===== src/rtl/hub_pkg.sv =====
// Shared definitions for the hub link: field widths, frame header layout,
// transmitter state encoding and the running XOR checksum.
package hub_pkg;

    localparam int unsigned NODE_W    = 4;
    localparam int unsigned LEN_W     = 4;
    localparam int unsigned BYTE_W    = 8;
    localparam int unsigned BUF_DEPTH = 16;

    // Upper nibble of the LEN byte is reserved and sent as zero.
    localparam logic [3:0] LEN_HI = 4'h0;

    // Header byte: source in the upper nibble, destination in the lower.
    typedef struct packed {
        logic [NODE_W-1:0] src;
        logic [NODE_W-1:0] dst;
    } hub_hdr_t;

    typedef enum logic [2:0] {
        ST_IDLE     = 3'd0,
        ST_REQ      = 3'd1,
        ST_HDR      = 3'd2,
        ST_LEN      = 3'd3,
        ST_DATA     = 3'd4,
        ST_CSUM     = 3'd5,
        ST_WAIT_ACK = 3'd6,
        ST_GAP      = 3'd7
    } hub_tx_state_e;

    function automatic logic [BYTE_W-1:0] csum_step(input logic [BYTE_W-1:0] acc,
                                                    input logic [BYTE_W-1:0] b);
        return acc ^ b;
    endfunction

endpackage


===== src/rtl/hub_tx_buf.sv =====
// Payload buffer: 16x8 register file, one synchronous write port and one
// asynchronous read port. Contents are not reset.
//   i_we/i_waddr/i_wdata : write port
//   i_raddr/o_rdata      : combinational read port
module hub_tx_buf
    import hub_pkg::*;
(
    input  logic              clk,
    input  logic              i_we,
    input  logic [LEN_W-1:0]  i_waddr,
    input  logic [BYTE_W-1:0] i_wdata,
    input  logic [LEN_W-1:0]  i_raddr,
    output logic [BYTE_W-1:0] o_rdata
);

    logic [BYTE_W-1:0] r_mem [BUF_DEPTH];

    always_ff @(posedge clk) begin
        if (i_we) begin
            r_mem[i_waddr] <= i_wdata;
        end
    end

    assign o_rdata = r_mem[i_raddr];

endmodule


===== src/rtl/hub_node_tx.sv =====
// Node-side frame transmitter. Buffers one payload, requests the hub, sends
// HDR, LEN, payload and XOR checksum under grant, then waits for ACK/NAK.
// NAK, ACK timeout or grant loss retries the frame up to MAX_RETRY times.
//   load_en/load_addr/load_data : payload buffer write (idle only)
//   send/send_dst/send_len      : start a frame (idle only)
//   hub_req/hub_gnt             : bus request / grant
//   tx_valid/tx_data/tx_last/tx_ready : byte stream toward the hub
//   hub_ack/hub_nak             : frame response from the hub
//   busy/done/fail              : transfer status
module hub_node_tx
    import hub_pkg::*;
#(
    parameter logic [NODE_W-1:0] NODE_ID   = 4'd1,
    parameter int unsigned       MAX_RETRY = 3,
    parameter int unsigned       TIMEOUT   = 64
) (
    input  logic              clk,
    input  logic              reset,
    input  logic              load_en,
    input  logic [LEN_W-1:0]  load_addr,
    input  logic [BYTE_W-1:0] load_data,
    input  logic              send,
    input  logic [NODE_W-1:0] send_dst,
    input  logic [LEN_W-1:0]  send_len,
    output logic              hub_req,
    input  logic              hub_gnt,
    output logic              tx_valid,
    output logic [BYTE_W-1:0] tx_data,
    output logic              tx_last,
    input  logic              tx_ready,
    input  logic              hub_ack,
    input  logic              hub_nak,
    output logic              busy,
    output logic              done,
    output logic              fail
);

    localparam int unsigned RETRY_W = (MAX_RETRY > 0) ? $clog2(MAX_RETRY + 1) : 1;
    localparam int unsigned TMO_W   = (TIMEOUT > 2) ? $clog2(TIMEOUT) : 1;

    hub_tx_state_e      r_state, w_state_nxt;
    logic [NODE_W-1:0]  r_dst, w_dst_nxt;
    logic [LEN_W-1:0]   r_len, w_len_nxt;
    logic [LEN_W-1:0]   r_idx, w_idx_nxt;
    logic [BYTE_W-1:0]  r_csum, w_csum_nxt;
    logic [RETRY_W-1:0] r_retry, w_retry_nxt;
    logic [TMO_W-1:0]   r_tmo, w_tmo_nxt;
    logic [BYTE_W-1:0]  r_tx_data, w_tx_data_nxt;
    logic               r_hub_req, r_tx_valid, r_tx_last, r_busy, r_done, r_fail;
    logic               w_done_nxt, w_fail_nxt, w_attempt_bad;
    logic               w_hs, w_tx_active_nxt;
    logic [LEN_W-1:0]   w_rd_addr;
    logic [BYTE_W-1:0]  w_rd_data;
    hub_hdr_t           w_hdr;

    assign w_hdr = '{src: NODE_ID, dst: r_dst};
    assign w_hs  = r_tx_valid & tx_ready;

    // Read address looks one byte ahead so the next byte is ready on handshake.
    assign w_rd_addr = (r_state == ST_LEN) ? '0 : r_idx + LEN_W'(1);

    hub_tx_buf u_buf (
        .clk     (clk),
        .i_we    (load_en && (r_state == ST_IDLE)),
        .i_waddr (load_addr),
        .i_wdata (load_data),
        .i_raddr (w_rd_addr),
        .o_rdata (w_rd_data)
    );

    // Next-state, datapath and retry decisions.
    always_comb begin
        w_state_nxt   = r_state;
        w_dst_nxt     = r_dst;
        w_len_nxt     = r_len;
        w_idx_nxt     = r_idx;
        w_csum_nxt    = r_csum;
        w_retry_nxt   = r_retry;
        w_tmo_nxt     = r_tmo;
        w_tx_data_nxt = r_tx_data;
        w_done_nxt    = 1'b0;
        w_fail_nxt    = 1'b0;
        w_attempt_bad = 1'b0;

        case (r_state)
            ST_IDLE: begin
                if (send) begin
                    w_dst_nxt   = send_dst;
                    w_len_nxt   = send_len;
                    w_retry_nxt = '0;
                    w_tmo_nxt   = '0;
                    w_state_nxt = ST_REQ;
                end
            end
            ST_REQ: begin
                if (hub_gnt) begin
                    w_tx_data_nxt = w_hdr;
                    w_csum_nxt    = w_hdr;
                    w_state_nxt   = ST_HDR;
                end
            end
            ST_HDR: begin
                if (!hub_gnt) begin
                    w_attempt_bad = 1'b1;
                end else if (w_hs) begin
                    w_tx_data_nxt = {LEN_HI, r_len};
                    w_csum_nxt    = csum_step(r_csum, {LEN_HI, r_len});
                    w_state_nxt   = ST_LEN;
                end
            end
            ST_LEN: begin
                if (!hub_gnt) begin
                    w_attempt_bad = 1'b1;
                end else if (w_hs) begin
                    if (r_len == '0) begin
                        w_tx_data_nxt = r_csum;
                        w_state_nxt   = ST_CSUM;
                    end else begin
                        w_idx_nxt     = '0;
                        w_tx_data_nxt = w_rd_data;
                        w_csum_nxt    = csum_step(r_csum, w_rd_data);
                        w_state_nxt   = ST_DATA;
                    end
                end
            end
            ST_DATA: begin
                if (!hub_gnt) begin
                    w_attempt_bad = 1'b1;
                end else if (w_hs) begin
                    if (r_idx == r_len - LEN_W'(1)) begin
                        w_tx_data_nxt = r_csum;
                        w_state_nxt   = ST_CSUM;
                    end else begin
                        w_idx_nxt     = r_idx + LEN_W'(1);
                        w_tx_data_nxt = w_rd_data;
                        w_csum_nxt    = csum_step(r_csum, w_rd_data);
                    end
                end
            end
            ST_CSUM: begin
                if (!hub_gnt) begin
                    w_attempt_bad = 1'b1;
                end else if (w_hs) begin
                    w_tx_data_nxt = '0;
                    w_tmo_nxt     = '0;
                    w_state_nxt   = ST_WAIT_ACK;
                end
            end
            ST_WAIT_ACK: begin
                // NAK wins over a simultaneous ACK.
                if (hub_nak) begin
                    w_attempt_bad = 1'b1;
                end else if (hub_ack) begin
                    w_done_nxt  = 1'b1;
                    w_state_nxt = ST_IDLE;
                end else if (r_tmo == TMO_W'(TIMEOUT - 1)) begin
                    w_attempt_bad = 1'b1;
                end else begin
                    w_tmo_nxt = r_tmo + TMO_W'(1);
                end
            end
            ST_GAP: begin
                w_state_nxt = ST_REQ;
            end
            default: begin
                w_state_nxt = ST_IDLE;
            end
        endcase

        if (w_attempt_bad) begin
            w_tx_data_nxt = '0;
            if (r_retry < RETRY_W'(MAX_RETRY)) begin
                w_retry_nxt = r_retry + RETRY_W'(1);
                w_state_nxt = ST_GAP;
            end else begin
                w_fail_nxt  = 1'b1;
                w_state_nxt = ST_IDLE;
            end
        end
    end

    assign w_tx_active_nxt = (w_state_nxt == ST_HDR) || (w_state_nxt == ST_LEN) ||
                             (w_state_nxt == ST_DATA) || (w_state_nxt == ST_CSUM);

    // State and registered outputs.
    always_ff @(posedge clk) begin
        if (!reset) begin
            r_state    <= ST_IDLE;
            r_dst      <= '0;
            r_len      <= '0;
            r_idx      <= '0;
            r_csum     <= '0;
            r_retry    <= '0;
            r_tmo      <= '0;
            r_tx_data  <= '0;
            r_hub_req  <= 1'b0;
            r_tx_valid <= 1'b0;
            r_tx_last  <= 1'b0;
            r_busy     <= 1'b0;
            r_done     <= 1'b0;
            r_fail     <= 1'b0;
        end else begin
            r_state    <= w_state_nxt;
            r_dst      <= w_dst_nxt;
            r_len      <= w_len_nxt;
            r_idx      <= w_idx_nxt;
            r_csum     <= w_csum_nxt;
            r_retry    <= w_retry_nxt;
            r_tmo      <= w_tmo_nxt;
            r_tx_data  <= w_tx_data_nxt;
            r_hub_req  <= w_tx_active_nxt || (w_state_nxt == ST_REQ);
            r_tx_valid <= w_tx_active_nxt;
            r_tx_last  <= (w_state_nxt == ST_CSUM);
            r_busy     <= (w_state_nxt != ST_IDLE);
            r_done     <= w_done_nxt;
            r_fail     <= w_fail_nxt;
        end
    end

    assign hub_req  = r_hub_req;
    assign tx_valid = r_tx_valid;
    assign tx_data  = r_tx_data;
    assign tx_last  = r_tx_last;
    assign busy     = r_busy;
    assign done     = r_done;
    assign fail     = r_fail;

endmodule


===== config.mk =====
export PLATFORM = sky130hd
export DESIGN_NAME = hub_node_tx
export DESIGN_NICKNAME = d
export VERILOG_FILES = /design/src/rtl/hub_pkg.sv /design/src/rtl/hub_tx_buf.sv /design/src/rtl/hub_node_tx.sv
export SDC_FILE = /design/constraint.sdc
export NUM_CORES = 1
export LEC_CHECK = 0
export BUFFER_PORTS_ARGS = -buffer_cell sky130_fd_sc_hd__buf_2
export CAP_MARGIN = 20
export CORE_ASPECT_RATIO = 1.75
export CORE_MARGIN = 2
export CORE_UTILIZATION = 40
export CTS_BUF_LIST = sky130_fd_sc_hd__clkbuf_8 sky130_fd_sc_hd__clkbuf_16
export DETAILED_ROUTE_END_ITERATION = 10
export GPL_TIMING_DRIVEN = 0
export PLACE_DENSITY = 0.61
export SLEW_MARGIN = 10
export SYNTH_ARGS = -nofsm -noshare
export SYNTH_HDL_FRONTEND = slang
export SYNTH_SLANG_ARGS = --single-unit

===== constraint.sdc =====
create_clock -name clk -period 2.39 [get_ports clk]
set_clock_uncertainty 0.15 [all_clocks]
set_input_delay 0 -clock clk [delete_from_list [all_inputs] [get_ports clk]]
set_output_delay 0 -clock clk [all_outputs]
set_load 0.005 [all_outputs]

==> metrics, run 1 <==
status=finished with violations; failing checks=negative setup slack; All-Layer GR Usage=between 20% and 30%; Crit Path Max Fanout=10; Final Max Slew Viols=0; # port buffers=40; worst skew pair latency=roughly 0.43 ns; Overflow after GRT=0; upper clock frequency limit=~370 MHz; DR vias/cell=a little under 6; initial antenna violation count=0; worst reg2reg path startpoint=r_state[0]; Post-synth EDFFs=128; clock transition at the registers of the reported paths=0.07 ns; HPWL after detailed placement=around 16000 um; largest family of logic cells by synthesized area=compound AO/OA/AOI/OAI gates; IO Pins=42; starting density of the core=40.52%; CTS tree=yes; post-synthesis async set-or-reset flop share=0%; fin nets=801; width of the die=109.0 um; Seq/Total Area, Yosys=about three fifths; Routed wire per std cell=between 20 and 25 um; Yosys reg bits=173; Syn. warnings=0; Startpoint Class=flop; clock root cell=clkbuf_16; final worst slack=-0.2907 ns; Synth Area in Adders=0.8113%; DIE AREA=roughly 20000 um2; core outline area=19030 um2; Power, Total=~0.0085 W; RSZ-0062 raised after global routing=yes; Worst Path Arrival=between 2 and 3 ns; Synth Flop Type=edfxtp_1; CTS max path bufs=2; antenna cell count=0; first-pass GRT wire length=35110 um; number of detailed-route iterations in the first pass=6; largest net degree at the start of global routing=17; Max-Cap Viols=0; period utilization=112.2%; Slew @ Worst Pin=0.6434 ns; post-synthesis mux area share=slightly below 5%; VDD IR max=~0.00046 V; cts bufs inserted=17; cell taking the most area after synthesis=edfxtp_1; worst hold slack=roughly 0.023 ns; # DRC=0; routability cong.=roughly 0.95; synthesized area per cell=11.94 um2; Hold Crit Class=primary input to flop; post-synthesis cell area=7711 um2; Critical Path RT=~2.6 ns; critical path class=flop to flop; simple-gate share of the synthesized area=13.69%; post-synthesis compound-gate area fraction=about 14%; Yosys cell types=70; Critical Path Start=r_state[0]; Starting DRT DRC Count=~520; vias in the first global route=roughly 6000; HP Start=load_addr[3]; Pleak=approximately 3.5 nW; drt total wl=roughly 24000 um; top post-synthesis cells by area=edfxtp_1 50%, dfxtp_1 12%, nand2_1 3.0%; Rel. slew slack=a little under three fifths; htree depth=4; Post-Synth XOR/XNOR Area=2.239%; num rows=67; Final min period=2.681 ns; antenna-violating nets left=0; PwrDens=roughly 840 nW/um2; final hold vios=0; Syn Nets=just under 700; die height=between 150 and 200 um; top-area cell type share of the netlist area=between 40% and 50%; Area Growth Syn to Fin=31.56%; Critical Path Sink Type=flop; ratio of cells with drive above 1 in the final layout=~30%; Final setup viols=14; clock sinks=between 150 and 200; Mapped Cells=roughly 650; Vias=around 6100
-- Yosys cell counts, types with 11 or more instances --
cell and n:
nand3_1 22, a21oi_1 32, inv_1 12, mux2i_1 17, clkbuf_1 22, xor2_1 11, a31oi_1 16, a221oi_1 13
nand2_1 61, o21ai_0 19, nor2_1 61, dfxtp_1 45, nor3_1 28, edfxtp_1 128
-- per-stage QoR --
stage | worst slack [ns] | cell area (um2) | util [%] | setup TNS (ns) | cells
2_1_floorplan | -0.03634 | 7725 | - | -0.04642 | 646
3_3_place_gp | -1.018 | 8227 | 43.23 | -95.77 | 927
3_5_place_dp | -1.049 | 8232 | 43.26 | -96.80 | 927
4_1_cts | -0.2360 | 9792 | 51.46 | -1.986 | 1007
5_1_grt | -0.3470 | 10140 | 53.31 | -3.550 | 1022
6_report | -0.2907 | 10140 | 53.31 | -2.033 | 1022
-- sequential cells by signal, indices dropped and copies added, names as in the netlist --
register,count
tx_last,1
r_state,3
busy,1
r_retry,2
u_buf.r_mem,128
hub_req,1
r_tmo,6
done,1
r_csum,8
r_dst,4
r_len,4
r_idx,4
fail,1
tx_valid,1
tx_data,8
-- logic make-up after synthesis --
family	count (synthesis)
XOR/XNOR	18
AND/OR/NAND/NOR	220
buffers and inverters	50
flip-flops	173
adder cells (fa/ha/maj)	5
multiplexers	27
AO/OA/AOI/OAI	153
-- critical path: stages (launching register included) --
cell and delay [ns]:
dfxtp_2 0.32, buf_6 0.11, nand3b_1 0.18, nand2_1 0.15
buf_4 0.22, buf_4 0.21, a221oi_1 0.27, nor2_1 0.15
a221o_1 0.41, a221oi_2 0.32, nor3_1 0.07
-- layout by cell type (no fill, tap or decap), types with 6 or more instances in the layout --
master	count
inv_1	17
clkbuf_1	7
o21ai_1	8
nand2_1	52
buf_4	38
nand3_1	18
nor3_1	18
a221o_1	9
nand2_2	6
a31oi_1	13
clkbuf_16	18
mux4_2	8
xor2_1	9
buf_6	11
dlygate4sd3_1	22
nor2_4	12
o21ai_0	14
nor3_4	7
nand2b_1	7
edfxtp_1	128
buf_12	7
mux2i_1	16
dfxtp_1	37
nor2_1	44
buf_2	42
a21oi_1	31
a221oi_1	8
or4_1	10
-- where the power goes --
group / internal (W) / switching (W)
logic: 0.000825 / 0.00127
clock network: 0.00170 / 0.00113
registers: 0.00341 / 0.000156
-- final cells by class --
| class | instances | area (um2) |
|---|---|---|
| clock inverter | 10 | 100.1 |
| fill | 1564 | 8885 |
| clock buffer | 22 | 505.5 |
| sequential | 173 | 4765 |
| timing repair buffer | 107 | 853.3 |
| buffer | 32 | 262.8 |
| inverter | 14 | 57.56 |
| multi-input combinational | 423 | 3299 |
| tap | 241 | 301.5 |
-- final timing paths --
kind,endpoint,slack [ns],depth (start not counted)
worst max-delay path,tx_data[3],-0.29,10
worst min-delay path,u_buf.r_mem[3][3],0.02,3
worst max register to register,tx_data[3],-0.29,10
worst min register to register,r_csum[4],0.35,2
-- what timing repair did --
item                                    in CTS  in global routing
endpoints found under the setup margin     158                109
hold endpoints to repair                   149                  0
buffers inserted                            29                 15
gates cloned                                 0                  1
pin swaps                                   31                 31
hold buffers                                22                  0
gates resized for setup                    112                 65
-- routing by layer --
metal / track usage, % / share of wire (%) / vias up
met5: 0 / 0 / -
li1: - / - / 2725
met2: 41.66 / 53 / 254
met3: 4.275 / 4.1 / 92
met1: 23.05 / 34 / 2994
met4: 19.13 / 8.8 / 0
No activity file was read; power rests on OpenSTA's default activity.
==> run 2: changes to the inputs <==
==> constraint.sdc (replaced) <==
create_clock -name clk -period 2.39 [get_ports clk]
set_clock_uncertainty 0.15 [all_clocks]
set_input_delay 0.1195 -clock clk [delete_from_list [all_inputs] [get_ports clk]]
set_output_delay 0.1195 -clock clk [all_outputs]
set_load 0.005 [all_outputs]
==> metrics, run 2 (synthesis results as in run 1) <==
Routed wire per std cell=23.02 um (was 23.13 um); clock transition at the registers of the reported paths=0.07 ns (about the same); routability cong.=0.9476 (unchanged); final worst slack=-0.2674 ns (was -0.2907 ns); Final Max Slew Viols=0 (unchanged); Hold Path End=r_tmo[0] (was u_buf.r_mem[3][3]); Slew @ Worst Pin=0.6698 ns (was 0.6434 ns); setup TNS=-1.915 ns (was -2.033 ns); VDD IR max=0.0004579 V (was 0.0004576 V); r2r endpoint=tx_data[3] (unchanged); Final setup viols=14 (unchanged); first-pass GRT wire length=35130 um (was 35110 um); worst reg2reg path startpoint=r_state[0] (unchanged); Starting DRT DRC Count=542 (was 524); Critical Path RT=2.56 ns (about the same); Rel. slew slack=55.23% (was 56.65%); max reg flops=128 (unchanged); Area Growth Syn to Fin=31.17% (was 31.56%); Final min period=2.657 ns (was 2.681 ns); status=finished with violations (unchanged); DIE AREA=20450 um2 (unchanged); HPWL after detailed placement=16380 um (unchanged); num rows=67 (unchanged); period utilization=111.2% (was 112.2%); die height=187.7 um (unchanged); number of detailed-route iterations in the first pass=5 (was 6); cts bufs inserted=17 (unchanged); Startpoint Class=flop (unchanged); Hold Path Stages=5 (was 3); most common cell after layout, fill and taps aside=edfxtp_1 (unchanged); core outline area=19030 um2 (unchanged); fin nets=798 (was 801); fin cells=1019 (was 1022); starting density of the core=40.52% (unchanged); vias in the first global route=6131 (was 6132); antenna-violating nets left=0 (unchanged); largest net degree at the start of global routing=17 (unchanged); Hold Crit Class=primary input to flop (unchanged); width of the die=109.0 um (unchanged); critical path class=flop to flop (unchanged); antenna cell count=0 (unchanged); IO Pins=42 (unchanged); ratio of cells with drive above 1 in the final layout=30.21% (was 30.09%); CTS tree=yes (unchanged); Seq. cell area=4765 um2 (unchanged); Crit Path Max Fanout=10 (unchanged); Overflow after GRT=0 (unchanged); drt total wl=23460 um (was 23640 um); CTS max path bufs=2 (unchanged); DR vias/cell=5.883 (was 5.934); Vias=5995 (was 6065); upper clock frequency limit=376.3 MHz (was 373.0 MHz); Critical Path Sink Type=flop (unchanged); multi-input logic area=3299 um2 (unchanged); fillers=1565 (was 1564); Placed Instances=927 (unchanged); HP Start=send (was load_addr[3]); clock root cell=clkbuf_16 (unchanged); Max-Cap Viols=0 (unchanged); initial antenna violation count=0 (unchanged); final hold vios=0 (unchanged); worst skew pair latency=0.43 ns (about the same); reg2reg path depth=10 (unchanged); most frequent cells in the layout=128 x edfxtp_1, 52 x nand2_1, 44 x nor2_1 (unchanged); Worst Path Arrival=2.83 ns (was 2.86 ns); failing checks=negative setup slack (unchanged); # port buffers=40 (unchanged); htree depth=4 (unchanged); All-Layer GR Usage=23.56% (was 23.55%); # DRC=0 (unchanged); r2r setup slk=-0.27 ns (was -0.29 ns); Pleak=3.476 nW (was 3.489 nW); Power, Total=0.008467 W (was 0.008488 W); RSZ-0062 raised after global routing=yes (unchanged); clock sinks=173 (unchanged); PwrDens=837.1 nW/um2 (was 836.7 nW/um2); Largest Register=u_buf.r_mem (unchanged)
run 2: cell count changes in the layout (fill, tap and decap cells not counted):
cell           before  now
dlygate4sd3_1      22   19
run 2: worst max path at each step:
stage	from	end	slack, ns	depth (start not counted)
after floorplan	r_state[0]	tx_data[3]	-0.04	9
after global placement	r_idx[0]	tx_data[0]	-1.02	8
after detailed placement	r_idx[0]	tx_data[0]	-1.05	8
after CTS	r_state[0]	tx_data[3]	-0.24	9
after global routing	r_state[0]	tx_data[3]	-0.35	10
final	r_state[0]	tx_data[3]	-0.27	10
run 2: metal layers:
layer	vias up	global-route usage, %	wire length [um]
li1	2715	-	-
met1	2974	23.05	7838
met2	225	41.66	12690
met3	81	4.310	944
met5	-	0	0
met4	0	19.13	1984
run 2: repair_timing:
item / in CTS / in global routing
endpoints found under the hold margin: 141 / 0
endpoints found under the setup margin: 158 / 109
hold buffers: 19 / 0
pin swaps: 31 / 31
buffers inserted: 29 / 15
resized for setup: 112 / 65
gates cloned: 0 / 1
run 2: area by class of cell:
type / count / share of cell area, %
sequential: 173 / 47.11
multi-input combinational: 423 / 32.62
timing repair buffer: 104 / 8.140
clock buffer: 22 / 4.998
tap: 241 / 2.981
buffer: 32 / 2.598
clock inverter: 10 / 0.9896
inverter: 14 / 0.5690
run 2: per-stage QoR:
step	utilization [%]	hold slack [ns]	cell area (um2)	setup slack, ns
finish	53.15	0.09198	10110	-0.2674
global route	53.15	0.1249	10110	-0.3470
CTS	51.30	0.1054	9762	-0.2360
detailed placement	43.26	0.2248	8232	-1.049
global placement	43.23	0.2194	8227	-1.018
floorplan	-	0.06837	7725	-0.03634
run 2: worst max-delay path: stages, from the launching register on:
cell      delay, ns
dfxtp_2        0.32
buf_6          0.11
nand3b_1       0.18
nand2_1        0.14
buf_4          0.21
buf_4          0.21
a221oi_1       0.27
nor2_1         0.15
a221o_1        0.41
a221oi_2       0.32
nor3_1         0.07
run 2: power breakdown:
| group | switching, W | internal [W] |
|---|---|---|
| Clock | 0.00112 | 0.00170 |
| Combinational | 0.00126 | 0.000822 |
| Sequential | 0.000155 | 0.00341 |
| Total | 0.00254 | 0.00593 |
